$ cat config.mk
export PLATFORM = sky130hd
export DESIGN_NAME = segmented_carry_adder
export DESIGN_NICKNAME = d
export VERILOG_FILES = /design/src/rtl/segmented_carry_adder.sv
export SDC_FILE = /design/constraint.sdc
export NUM_CORES = 1
export LEC_CHECK = 0
export CAP_MARGIN = 20
export CORE_MARGIN = 2
export CORE_UTILIZATION = 65
export CTS_CLUSTER_DIAMETER = 200
export DETAILED_ROUTE_END_ITERATION = 16
export DONT_BUFFER_PORTS = 1
export GPL_TIMING_DRIVEN = 0
export PLACE_DENSITY = 0.8
export SLEW_MARGIN = 5
export SYNTH_ARGS = -nofsm -noshare
export SYNTH_HDL_FRONTEND = slang
export SYNTH_SLANG_ARGS = --single-unit
$ cat constraint.sdc
create_clock -name clk -period 15.3 [get_ports clk]
set_input_delay 2.295 -clock clk [delete_from_list [all_inputs] [get_ports clk]]
set_output_delay 2.295 -clock clk [all_outputs]
set_load 0.02 [all_outputs]
$ cat src/rtl/segmented_carry_adder.sv
// Pipelined WIDTH-bit adder/subtractor built from SEG-bit carry segments.
// One segment per stage; the inter-segment carry is registered. A single global stall covers the whole pipe.
module segmented_carry_adder #(
  parameter int WIDTH = 32,
  parameter int SEG   = 8
) (
  input  logic             clk,
  input  logic             reset,
  input  logic             in_valid,
  output logic             in_ready,
  input  logic [WIDTH-1:0] a,
  input  logic [WIDTH-1:0] b,
  input  logic             cin,
  input  logic             sub,
  output logic             out_valid,
  input  logic             out_ready,
  output logic [WIDTH-1:0] sum,
  output logic             cout,
  output logic             ovf
);

  localparam int NSEG = WIDTH / SEG;

  function automatic logic [SEG:0] seg_add(input logic [SEG-1:0] x, input logic [SEG-1:0] y,
                                           input logic c);
    seg_add = {1'b0, x} + {1'b0, y} + {{SEG{1'b0}}, c};
  endfunction

  logic advance_s;

  assign advance_s = !out_valid || out_ready;
  assign in_ready  = advance_s;

  for (genvar k = 0; k < NSEG; k++) begin : g_stage
    localparam int LO  = k * SEG;
    localparam int OPW = WIDTH - LO;

    logic [OPW-1:0]    op_a_s;
    logic [OPW-1:0]    op_b_s;
    logic              c_in_s;
    logic              v_in_s;
    logic [SEG:0]      seg_s;
    logic [LO+SEG-1:0] res_nxt_s;
    logic [LO+SEG-1:0] res_r;
    logic              carry_r;
    logic              valid_r;

    assign seg_s = seg_add(op_a_s[SEG-1:0], op_b_s[SEG-1:0], c_in_s);

    if (k == 0) begin : g_head
      assign op_a_s    = a;
      assign op_b_s    = sub ? ~b : b;
      assign c_in_s    = sub ? 1'b1 : cin;
      assign v_in_s    = in_valid;
      assign res_nxt_s = seg_s[SEG-1:0];
    end else begin : g_body
      // Operands arrive from the previous stage's skew registers, already shifted down.
      assign op_a_s    = g_stage[k-1].g_skew.a_skew_r;
      assign op_b_s    = g_stage[k-1].g_skew.b_skew_r;
      assign c_in_s    = g_stage[k-1].carry_r;
      assign v_in_s    = g_stage[k-1].valid_r;
      assign res_nxt_s = {seg_s[SEG-1:0], g_stage[k-1].res_r};
    end

    // Stage result, carry and valid; data only loads on a real beat so retired results stay held.
    always_ff @(posedge clk or posedge reset) begin
      if (reset) begin
        res_r   <= {(LO+SEG){1'b0}};
        carry_r <= 1'b0;
        valid_r <= 1'b0;
      end else if (advance_s) begin
        valid_r <= v_in_s;
        if (v_in_s) begin
          res_r   <= res_nxt_s;
          carry_r <= seg_s[SEG];
        end
      end
    end

    if (k < NSEG - 1) begin : g_skew
      logic [OPW-SEG-1:0] a_skew_r;
      logic [OPW-SEG-1:0] b_skew_r;

      // Carry the not-yet-added operand bits forward to their stage.
      always_ff @(posedge clk or posedge reset) begin
        if (reset) begin
          a_skew_r <= {(OPW-SEG){1'b0}};
          b_skew_r <= {(OPW-SEG){1'b0}};
        end else if (advance_s && v_in_s) begin
          a_skew_r <= op_a_s[OPW-1:SEG];
          b_skew_r <= op_b_s[OPW-1:SEG];
        end
      end
    end else begin : g_msb
      logic ovf_r;

      // Carry into the MSB is recovered as a^b^s of that bit, then XORed with carry out.
      always_ff @(posedge clk or posedge reset) begin
        if (reset) begin
          ovf_r <= 1'b0;
        end else if (advance_s && v_in_s) begin
          ovf_r <= op_a_s[OPW-1] ^ op_b_s[OPW-1] ^ seg_s[SEG-1] ^ seg_s[SEG];
        end
      end
    end
  end

  assign out_valid = g_stage[NSEG-1].valid_r;
  assign sum       = g_stage[NSEG-1].res_r;
  assign cout      = g_stage[NSEG-1].carry_r;
  assign ovf       = g_stage[NSEG-1].g_msb.ovf_r;

endmodule
==> metrics, run 1 <==
status=finished, final reports clean; syn_nets=745; layout cells sized above 1=between 20 and 30%; vias in the first global route=slightly above 5000; cts repair resizes=0; Ys Warns=0; hold crit path type=reg -> reg; fmax=between 200 and 250 MHz; Tcrit/Tclk final=31.8%; number of cells on the critical path=2; worst setup path class=in -> out; synthesized cell area=slightly above 0.008 mm^2; Area Overhead vs Synth=10.6%; row count=roughly 40; # fillers=~860; Wirelength per Cell=approximately 18 um; Die Area=around 0.014 mm^2; Clock transition at path regs=60 ps; final antenna diode count=0; starting density of the core=approximately two thirds; ANT nets after route=0; Slew Limit Fails=0; most frequent cells in the layout=185 x dfrtp_1, 128 x mux2_2, 59 x nand2_1; CP arrival=2570 ps; synth unique cells=37; placed cells=~810; Global Route met3 Usage=between 7 and 8%; crit path cell chain=nor2b_4 -> inv_4; layer with the highest usage=met2; met1 usage=approximately 29%; Final Power=2.10 mW; post-layout instance area=between 0.009 and 0.01 mm^2; pwr dens=roughly 230 mW/mm^2; initial antenna violation count=0; Max clock buf depth=2; clock root buffer=clkbuf_16; Post-Layout Cell Count=844; Mapped Cells=between 600 and 700; crit start category=input port; Yosys top cell area share=55.8%; initial DRC count=~190; Post-synth EDFFs=0; PnR worst setup slack=~10000 ps; RSZ-0062 raised after global routing=no; final wirelength=between 15000 and 20000 um; met2 Resource Use GR=41.6%; endpoints failing hold=0; time the worst path needs with I/O delays and setup=4860 ps; Post-Route Setup TNS=0 ps; VDD IR-drop max=101 uV; number of post-CTS setup repair buffers=0; pre-CTS worst setup slack=about 10000 ps; Synth area leader=dfrtp_1; DR pass1 iterations=4; Die Span Y=117 um; total congestion overflow=0; core area=about 0.013 mm^2; worst-path maximum fanout=8; CTS Buf Count=17; largest net degree at the start of global routing=~120; Hold-fix buffers, CTS=0; htree depth=4; crit path max-delay cell type=nor2b_4; sequential cell area fraction in the yosys report=55.8%; Ports=roughly 110; commonest non-fill, non-tap cell in the layout=dfrtp_1; CP max stage delay=160 ps; reg2reg start=g_stage[2].carry_r; total track usage=about a quarter; Worst Setup End Kind=output port; Clock Sinks=roughly 190; Worst Setup EP=in_ready; worst reg-to-reg path cell count=8; final net count=roughly 770; Worst EP required=between 10000 and 15000 ps; Worst Path Buf+Inv=1; Pleak=4.13 nW; R2R Path End=ovf; ranking of synthesized cells by area=dfrtp_1 56%, mux2_2 17%, ha_1 4.2%, xnor2_1 4.0%, o21ai_0 3.0%; Setup violations, final=0; flop-to-flop setup slack=12930 ps; flops & latches, synth=between 150 and 200; crit-path leading delay family=simple AND/OR/NAND/NOR gates; placed cell area=0.00854 mm^2; maxcap violations=0; Clock Latency Late Sink=~430 ps; GP Congestion=0.849; critical path launch point=out_ready; first-pass GRT wire length=24800 um; top_reg_cell synth=dfrtp_1; CTS tree=yes; Post-synth ARST share=100%; DP HPWL=10900 um; vias=between 4000 and 5000; Worst-Margin Slew=between 500 and 600 ps; IO buf count=0; die extent in x=approximately 120 um; Slew headroom=between 60 and 70%; DR vias/cell=5.68; clock skew=about 6.5 ps; DR DRC count=0; Synth Area per Inst=approximately 13 um^2
[report_power, final]
part	switching, mW	total (mW)	internal [mW]
sequential	0.186	0.895	0.709
clock	0.182	0.463	0.281
combinational	0.350	0.737	0.387
total	0.718	2.10	1.38
[registers in the layout (all words and copies together), names as in the netlist]
name	count
g_stage.carry_r	3
g_stage.g_skew.a_skew_r	48
cout	1
out_valid	1
sum	32
g_stage.valid_r	3
ovf	1
g_stage.g_skew.b_skew_r	48
g_stage.res_r	48
[cell families (layout without fill, tap and decap cells)]
logic type	Yosys count	after routing	share of synthesized area [%]
compound gates	97	97	7.05
fa+ha+maj	36	36	6.16
mux	130	130	17.6
xor+xnor	55	55	5.81
flops	185	185	55.8
buf+inv	42	75	2.67
simple gates	94	94	4.87
[layer usage]
layer,wire length (um),vias up
met5,0,-
met4,296,0
met3,841,22
met2,7870,116
met1,6270,2423
li1,-,2236
[cells in the mapped netlist (all sizes together) (3+ instances only)]
master,number
dfrtp,185
mux2,128
nand2,60
o21ai,57
xnor2,38
ha,28
buf,25
xor2,17
a21oi,16
inv,14
nor2,12
fa,8
a21o,7
nor3,7
o21bai,6
nor2b,5
nand2b,4
nand3,4
a31oi,3
clkbuf,3
[stage by stage]
| step | hold WS (ps) | utilization (%) |
|---|---|---|
| after floorplan | 445 | - |
| after global placement | 457 | 68.0 |
| after detailed placement | 469 | 68.3 |
| after CTS | 483 | 73.3 |
| after global routing | 496 | 73.3 |
| final | 478 | 73.3 |
[tightest hold or removal path, cell delays in order, from the launching register on]
cell and delay, ps:
dfrtp_1 340, nand2_1 50, o21ai_0 60
[layout make-up]
type                       instances  area [um^2]  area share [%]
inverter                          14         62.6           0.682
multi-input combinational        412         3440            37.5
clock inverter                    12          173            1.88
sequential                       185         4630            50.5
clock buffer                      20          457            4.98
buffer                            28          166            1.81
tap                              172          215            2.35
timing repair buffer               1         27.5           0.300
[worst min-delay path by stage]
| stage | start | to | slack, ps | depth (start not counted) |
|---|---|---|---|---|
| 6_report | g_stage[2].res_r[18] | g_stage[2].res_r[18] | 480 | 2 |
| 5_1_grt | g_stage[2].res_r[21] | g_stage[2].res_r[21] | 500 | 2 |
| 4_1_cts | g_stage[0].g_skew.b_skew_r[9] | g_stage[0].g_skew.b_skew_r[9] | 480 | 2 |
| 3_5_place_dp | g_stage[0].g_skew.b_skew_r[9] | g_stage[0].g_skew.b_skew_r[9] | 470 | 2 |
| 3_3_place_gp | g_stage[0].res_r[1] | g_stage[0].res_r[1] | 460 | 2 |
| 2_1_floorplan | g_stage[0].res_r[6] | g_stage[0].res_r[6] | 440 | 2 |
(Power assumes the default switching activity.)
==> run 2: changes to the inputs <==
--- a/config.mk
+++ b/config.mk
@@ -7,12 +7,12 @@
 export LEC_CHECK = 0
 export CAP_MARGIN = 20
 export CORE_MARGIN = 2
-export CORE_UTILIZATION = 65
+export CORE_UTILIZATION = 57
 export CTS_CLUSTER_DIAMETER = 200
 export DETAILED_ROUTE_END_ITERATION = 16
 export DONT_BUFFER_PORTS = 1
 export GPL_TIMING_DRIVEN = 0
-export PLACE_DENSITY = 0.8
+export PLACE_DENSITY = 0.74
 export SLEW_MARGIN = 5
 export SYNTH_ARGS = -nofsm -noshare
 export SYNTH_HDL_FRONTEND = slang
==> constraint.sdc (replaced) <==
create_clock -name clk -period 4.4 [get_ports clk]
set_input_delay 0.66 -clock clk [delete_from_list [all_inputs] [get_ports clk]]
set_output_delay 0.66 -clock clk [all_outputs]
set_load 0.02 [all_outputs]
==> run 2 against run 1 <==
Net effect: flip-flop and latch count stayed put; clock power grew to 3.3 times the previous value; global-route usage is 3.0 points lower; clock skew is 2.1 ps higher; die area is 14% higher; sequential power grew to 3.5 times the previous value; non-clock buffer count is 3 higher; via count is 1.7% lower; clock-buffer cell count is 2 higher.
==> metrics, run 2 (synthesis results as in run 1) <==
VDD IR-drop max=303 uV; Worst Setup End Kind=flop; status=finished, final reports clean; Max clock buf depth=2; internal power=4.74 mW; Clock Sinks=185; IO buf count=0; initial antenna violation count=0; Clock Latency Late Sink=around 430 ps; worst-path maximum fanout=10; DR pass1 iterations=4; die extent in x=~120 um; Die Span Y=~120 um; Pleak=about 4.1 nW; registers with the most flip-flops=g_stage.g_skew.a_skew_r: 48 flops, g_stage.g_skew.b_skew_r: 48 flops, g_stage.res_r: 48 flops; Tcrit/Tclk final=between 60% and 70%; largest net degree at the start of global routing=between 40 and 50; CP arrival=~3000 ps; clock root buffer=clkbuf_16; Ports=between 100 and 150; starting density of the core=just under 60%; vias in the first global route=around 5000; layout cells sized above 1=~30%; vias=roughly 4700; Switching Fraction=about 34%; first-pass GRT wire length=around 26000 um; Post-Route Setup TNS=0 ps; Wirelength per Cell=~18 um; fmax=375 MHz; time the worst path needs with I/O delays and setup=2670 ps; Die Area=around 0.016 mm^2; clock skew=between 8 and 9 ps; total track usage=a little over a fifth; total congestion overflow=0; DR DRC count=0; DP HPWL=~11000 um; worst setup path class=in -> reg; initial DRC count=between 200 and 300; Psw=2.45 mW; endpoints failing hold=0; pwr dens=between 700 and 800 mW/mm^2; number of post-CTS setup repair buffers=0; Worst-Margin Slew=646 ps; Final Power=roughly 7 mW; CTS tree=yes; ANT nets after route=0; most frequent cells in the layout=185 x dfrtp_1, 128 x mux2_2, 59 x nand2_1; maxcap violations=0; cts repair resizes=0; Hold-fix buffers, CTS=0; RSZ-0062 raised after global routing=no; Slew headroom=between 50% and 60%; Flop pwr share=between 40% and 50%; CTS Buf Count=17; core area=about 0.014 mm^2; htree depth=4; GP Congestion=~0.79; crit start category=input port; hold crit path type=in -> async; commonest non-fill, non-tap cell in the layout=dfrtp_1; Gate power share=a little over a third; Clock transition at path regs=about 60 ps; Area Overhead vs Synth=11.1%; Setup violations, final=0; Slew Limit Fails=0; row count=44; final antenna diode count=0; final net count=about 770; final wirelength=~15000 um; Worst EP required=4710 ps; DR vias/cell=roughly 5.5; clock power share=approximately a fifth
==> run 2: changes by cell type in the layout (fill, tap and decap cells not counted), sizes merged <==
cell and delta:
clkinv -2, clkbuf +2, clkinvlp +1, bufinv -1, buf +3
==> run 2: power groups by stage <==
stage | registers (mW) | clock network (mW) | logic, mW
global route | 3.21 | 1.65 | 2.86
floorplan | 2.98 | 0 | 2.11
finish | 3.10 | 1.54 | 2.55
detailed placement | 3.14 | 0 | 2.56
CTS | 3.12 | 1.57 | 2.58
global placement | 3.10 | 0 | 2.43
==> run 2: path summary, 6_finish.rpt <==
| kind | startpoint | cells after the start | end | slack [ps] |
|---|---|---|---|---|
| max in group asynchronous | reset | 3 | g_stage[1].g_skew.a_skew_r[8] | 3320 |
| setup / recovery | sub | 12 | g_stage[0].carry_r | 1730 |
| hold reg to reg | g_stage[2].res_r[19] | 2 | g_stage[2].res_r[19] | 470 |
| setup reg to reg | g_stage[2].carry_r | 8 | ovf | 2030 |
| hold / removal | reset | 1 | g_stage[1].res_r[0] | 190 |
| min in group clk | a[27] | 1 | g_stage[0].g_skew.a_skew_r[19] | 380 |
==> run 2: final cells by class <==
class,instances,area (um^2)
Fill cell,1082,5160
Clock buffer,22,464
Clock inverter,10,141
Inverter,14,58.8
Buffer,28,166
Timing Repair Buffer,4,80.1
Sequential cell,185,4630
Tap cell,184,230
Multi-Input combinational cell,412,3440
==> run 2: critical path, cell delays in order <==
cell	delay, ps
buf_2	150
buf_2	240
or2_2	340
fa_1	420
inv_1	90
fa_1	200
nor2b_1	50
o21a_1	190
o21ai_2	160
a21oi_2	80
o21a_1	170
o31a_1	230
==> run 2: layer usage <==
metal	part of all wire, %	routed length, um	global-route usage, %
met5	0	0	0
met2	51	7790	35.4
met4	2.2	335	8.06
met3	5.8	898	5.84
met1	41	6330	26.6
==> run 2: stage by stage <==
stage / util, % / cells / setup WS [ps] / area (um^2) / hold WS (ps)
2_1_floorplan: - / 639 / 1360 / 8300 / 445
3_3_place_gp: 59.3 / 823 / 564 / 8530 / 460
3_5_place_dp: 59.9 / 827 / 1270 / 8610 / 468
4_1_cts: 64.1 / 859 / 1730 / 9210 / 188
5_1_grt: 64.1 / 859 / 1670 / 9210 / 221
6_report: 64.1 / 859 / 1730 / 9210 / 185
==> run 3: changes to the inputs <==
--- a/config.mk
+++ b/config.mk
@@ -7,12 +7,12 @@
 export LEC_CHECK = 0
 export CAP_MARGIN = 20
 export CORE_MARGIN = 2
-export CORE_UTILIZATION = 57
+export CORE_UTILIZATION = 63
 export CTS_CLUSTER_DIAMETER = 200
 export DETAILED_ROUTE_END_ITERATION = 16
 export DONT_BUFFER_PORTS = 1
 export GPL_TIMING_DRIVEN = 0
-export PLACE_DENSITY = 0.74
+export PLACE_DENSITY = 0.78
 export SLEW_MARGIN = 5
 export SYNTH_ARGS = -nofsm -noshare
 export SYNTH_HDL_FRONTEND = slang
==> constraint.sdc (replaced) <==
create_clock -name clk -period 2.53 [get_ports clk]
set_input_delay 0.3795 -clock clk [delete_from_list [all_inputs] [get_ports clk]]
set_output_delay 0.3795 -clock clk [all_outputs]
set_load 0.02 [all_outputs]
==> run 3 against run 2 <==
Net effect: combinational power increased by 75%; hold slack got worse by 94 ps; via count increased by 1.4%; clock-buffer cell count decreased by 2; die area decreased by 9.2%; final cell count decreased by 1.4%; setup slack got worse by 1500 ps; critical path type is now reg -> reg; largest power group unchanged; highest routed layer unchanged.
==> metrics, run 3 (synthesis results as in run 1) <==
status=finished, final reports clean; Tcrit/Tclk final=92.5%; clock root buffer=clkbuf_16; Slew headroom=50.7%; GP Congestion=0.781; Worst-Margin Slew=about 740 ps; CP arrival=around 2700 ps; Gate power share=35.8%; Final Util=around 72%; Clock transition at path regs=about 70 ps; Worst Setup End Kind=flop; Wirelength per Cell=18.3 um; Ports=between 100 and 150; worst-path maximum fanout=2; Switching Fraction=about 35%; Slew Limit Fails=0; DR pass1 iterations=4; most frequent cells in the layout=185 x dfrtp_1, 128 x mux2_2, 59 x nand2_1; largest net degree at the start of global routing=between 40 and 50; met1 WL=approximately 6300 um; ANT nets after route=0; Max clock buf depth=2; registers with the most flip-flops=g_stage.g_skew.a_skew_r: 48 flops, g_stage.g_skew.b_skew_r: 48 flops, g_stage.res_r: 48 flops; Flop pwr share=about 43%; vias=4779; VDD IR-drop max=between 600 and 700 uV; Post-Route Setup TNS=0 ps; time the worst path needs with I/O delays and setup=2340 ps; total track usage=roughly a quarter; final wirelength=roughly 16000 um; initial antenna violation count=0; starting density of the core=between 60% and 70%; Die Span Y=about 120 um; met3 wire len=789 um; PnR worst setup slack=roughly 190 ps; Psw=roughly 4.3 mW; htree depth=4; DR vias/cell=5.64; crit start category=flop; internal power=around 8.2 mW; commonest non-fill, non-tap cell in the layout=dfrtp_1; top layer in use=met4; smallest hold slack=around 91 ps; initial DRC count=251; wire length on met2=between 8000 and 9000 um; vias in the first global route=between 5000 and 6000; row count=41; hold crit path type=in -> reg; clock skew=8.79 ps; endpoints failing hold=0; die extent in x=119 um; pwr dens=around 1400 mW/mm^2; Clock Latency Late Sink=430 ps; DR DRC count=0; Setup violations, final=0; DP HPWL=11400 um; RSZ-0062 raised after global routing=no; fmax=427 MHz; Area Overhead vs Synth=11.0%; Clock Sinks=between 150 and 200; worst reg-to-reg path cell count=8; pre-CTS worst setup slack=-156 ps; core area=roughly 0.013 mm^2; final net count=about 770; Worst EP required=approximately 2800 ps; total congestion overflow=0; final antenna diode count=0; maxcap violations=0; worst hold path cell count=1; Die Area=roughly 0.014 mm^2; Pleak=4.13 nW; clock power share=a little over a fifth; Final Power=between 10 and 15 mW; # fillers=891; CTS tree=yes; worst setup path class=reg -> reg; CTS Buf Count=17; layout cells sized above 1=a little over 30%; IO buf count=0; first-pass GRT wire length=~25000 um
==> run 3: changes by cell type in the layout (fill, tap and decap cells not counted) <==
cell           change
buf_2              -1
buf_6              +1
bufinv_16          -1
clkbuf_1           -3
clkbuf_8           +1
clkinv_2           +1
clkinvlp_4         +2
dlygate4sd3_1      +1
fa_1               -2
fa_2               +2
inv_6              -1
==> run 3: routing by layer <==
layer	up-vias	GRT usage, %
met4	0	9.67
met5	-	0
met2	100	41.0
met3	29	6.71
li1	2241	-
met1	2409	27.5
==> run 3: stage by stage <==
| step | instances | area [um^2] |
|---|---|---|
| final | 847 | 9200 |
| after global routing | 847 | 9200 |
| after CTS | 847 | 9200 |
| after detailed placement | 815 | 8600 |
| after global placement | 811 | 8520 |
| after floorplan | 639 | 8310 |
==> run 3: final timing paths <==
kind	start	endpoint	slack [ps]
max reg2reg	g_stage[2].carry_r	ovf	190
max in group asynchronous	reset	g_stage[2].res_r[10]	830
min	a[25]	g_stage[0].g_skew.a_skew_r[17]	90
min in group asynchronous	reset	sum[30]	550
max	g_stage[2].carry_r	ovf	190
min reg2reg	g_stage[1].res_r[12]	g_stage[1].res_r[12]	480
==> run 3: what timing repair did <==
action,CTS,global route
hold buffers,1,0
buffers inserted,0,0
gates resized for setup,0,0
endpoints found under the hold margin,33,0
endpoints found under the setup margin,0,0
==> run 3: layout make-up <==
class                   count  area (um^2)  area share, %
plain buffers              28          173           1.88
clock buffers              20          467           5.07
clock inverters            11          123           1.33
inverters                  14         58.8          0.639
multi-input cells         412         3450           37.5
flip-flops and latches    185         4630           50.3
well taps                 172          215           2.34
repair buffers              5         90.1          0.979
==> run 3: power groups by stage <==
| stage | Sequential, mW | Combinational, mW | Clock (mW) |
|---|---|---|---|
| 6_report | 5.41 | 4.47 | 2.61 |
| 5_1_grt | 5.58 | 4.95 | 2.78 |
| 4_1_cts | 5.43 | 4.51 | 2.65 |
| 3_5_place_dp | 5.47 | 4.46 | 0 |
| 3_3_place_gp | 5.39 | 4.21 | 0 |
| 2_1_floorplan | 5.18 | 3.67 | 0 |
==> run 3: worst max-delay path: stages (launching register included) <==
cell and delay (ps):
dfrtp_1 400, fa_1 480, fa_1 430, a21oi_1 200, o22ai_1 130, nand2b_1 160
a21oi_1 190, xor2_1 160, o21ai_1 70
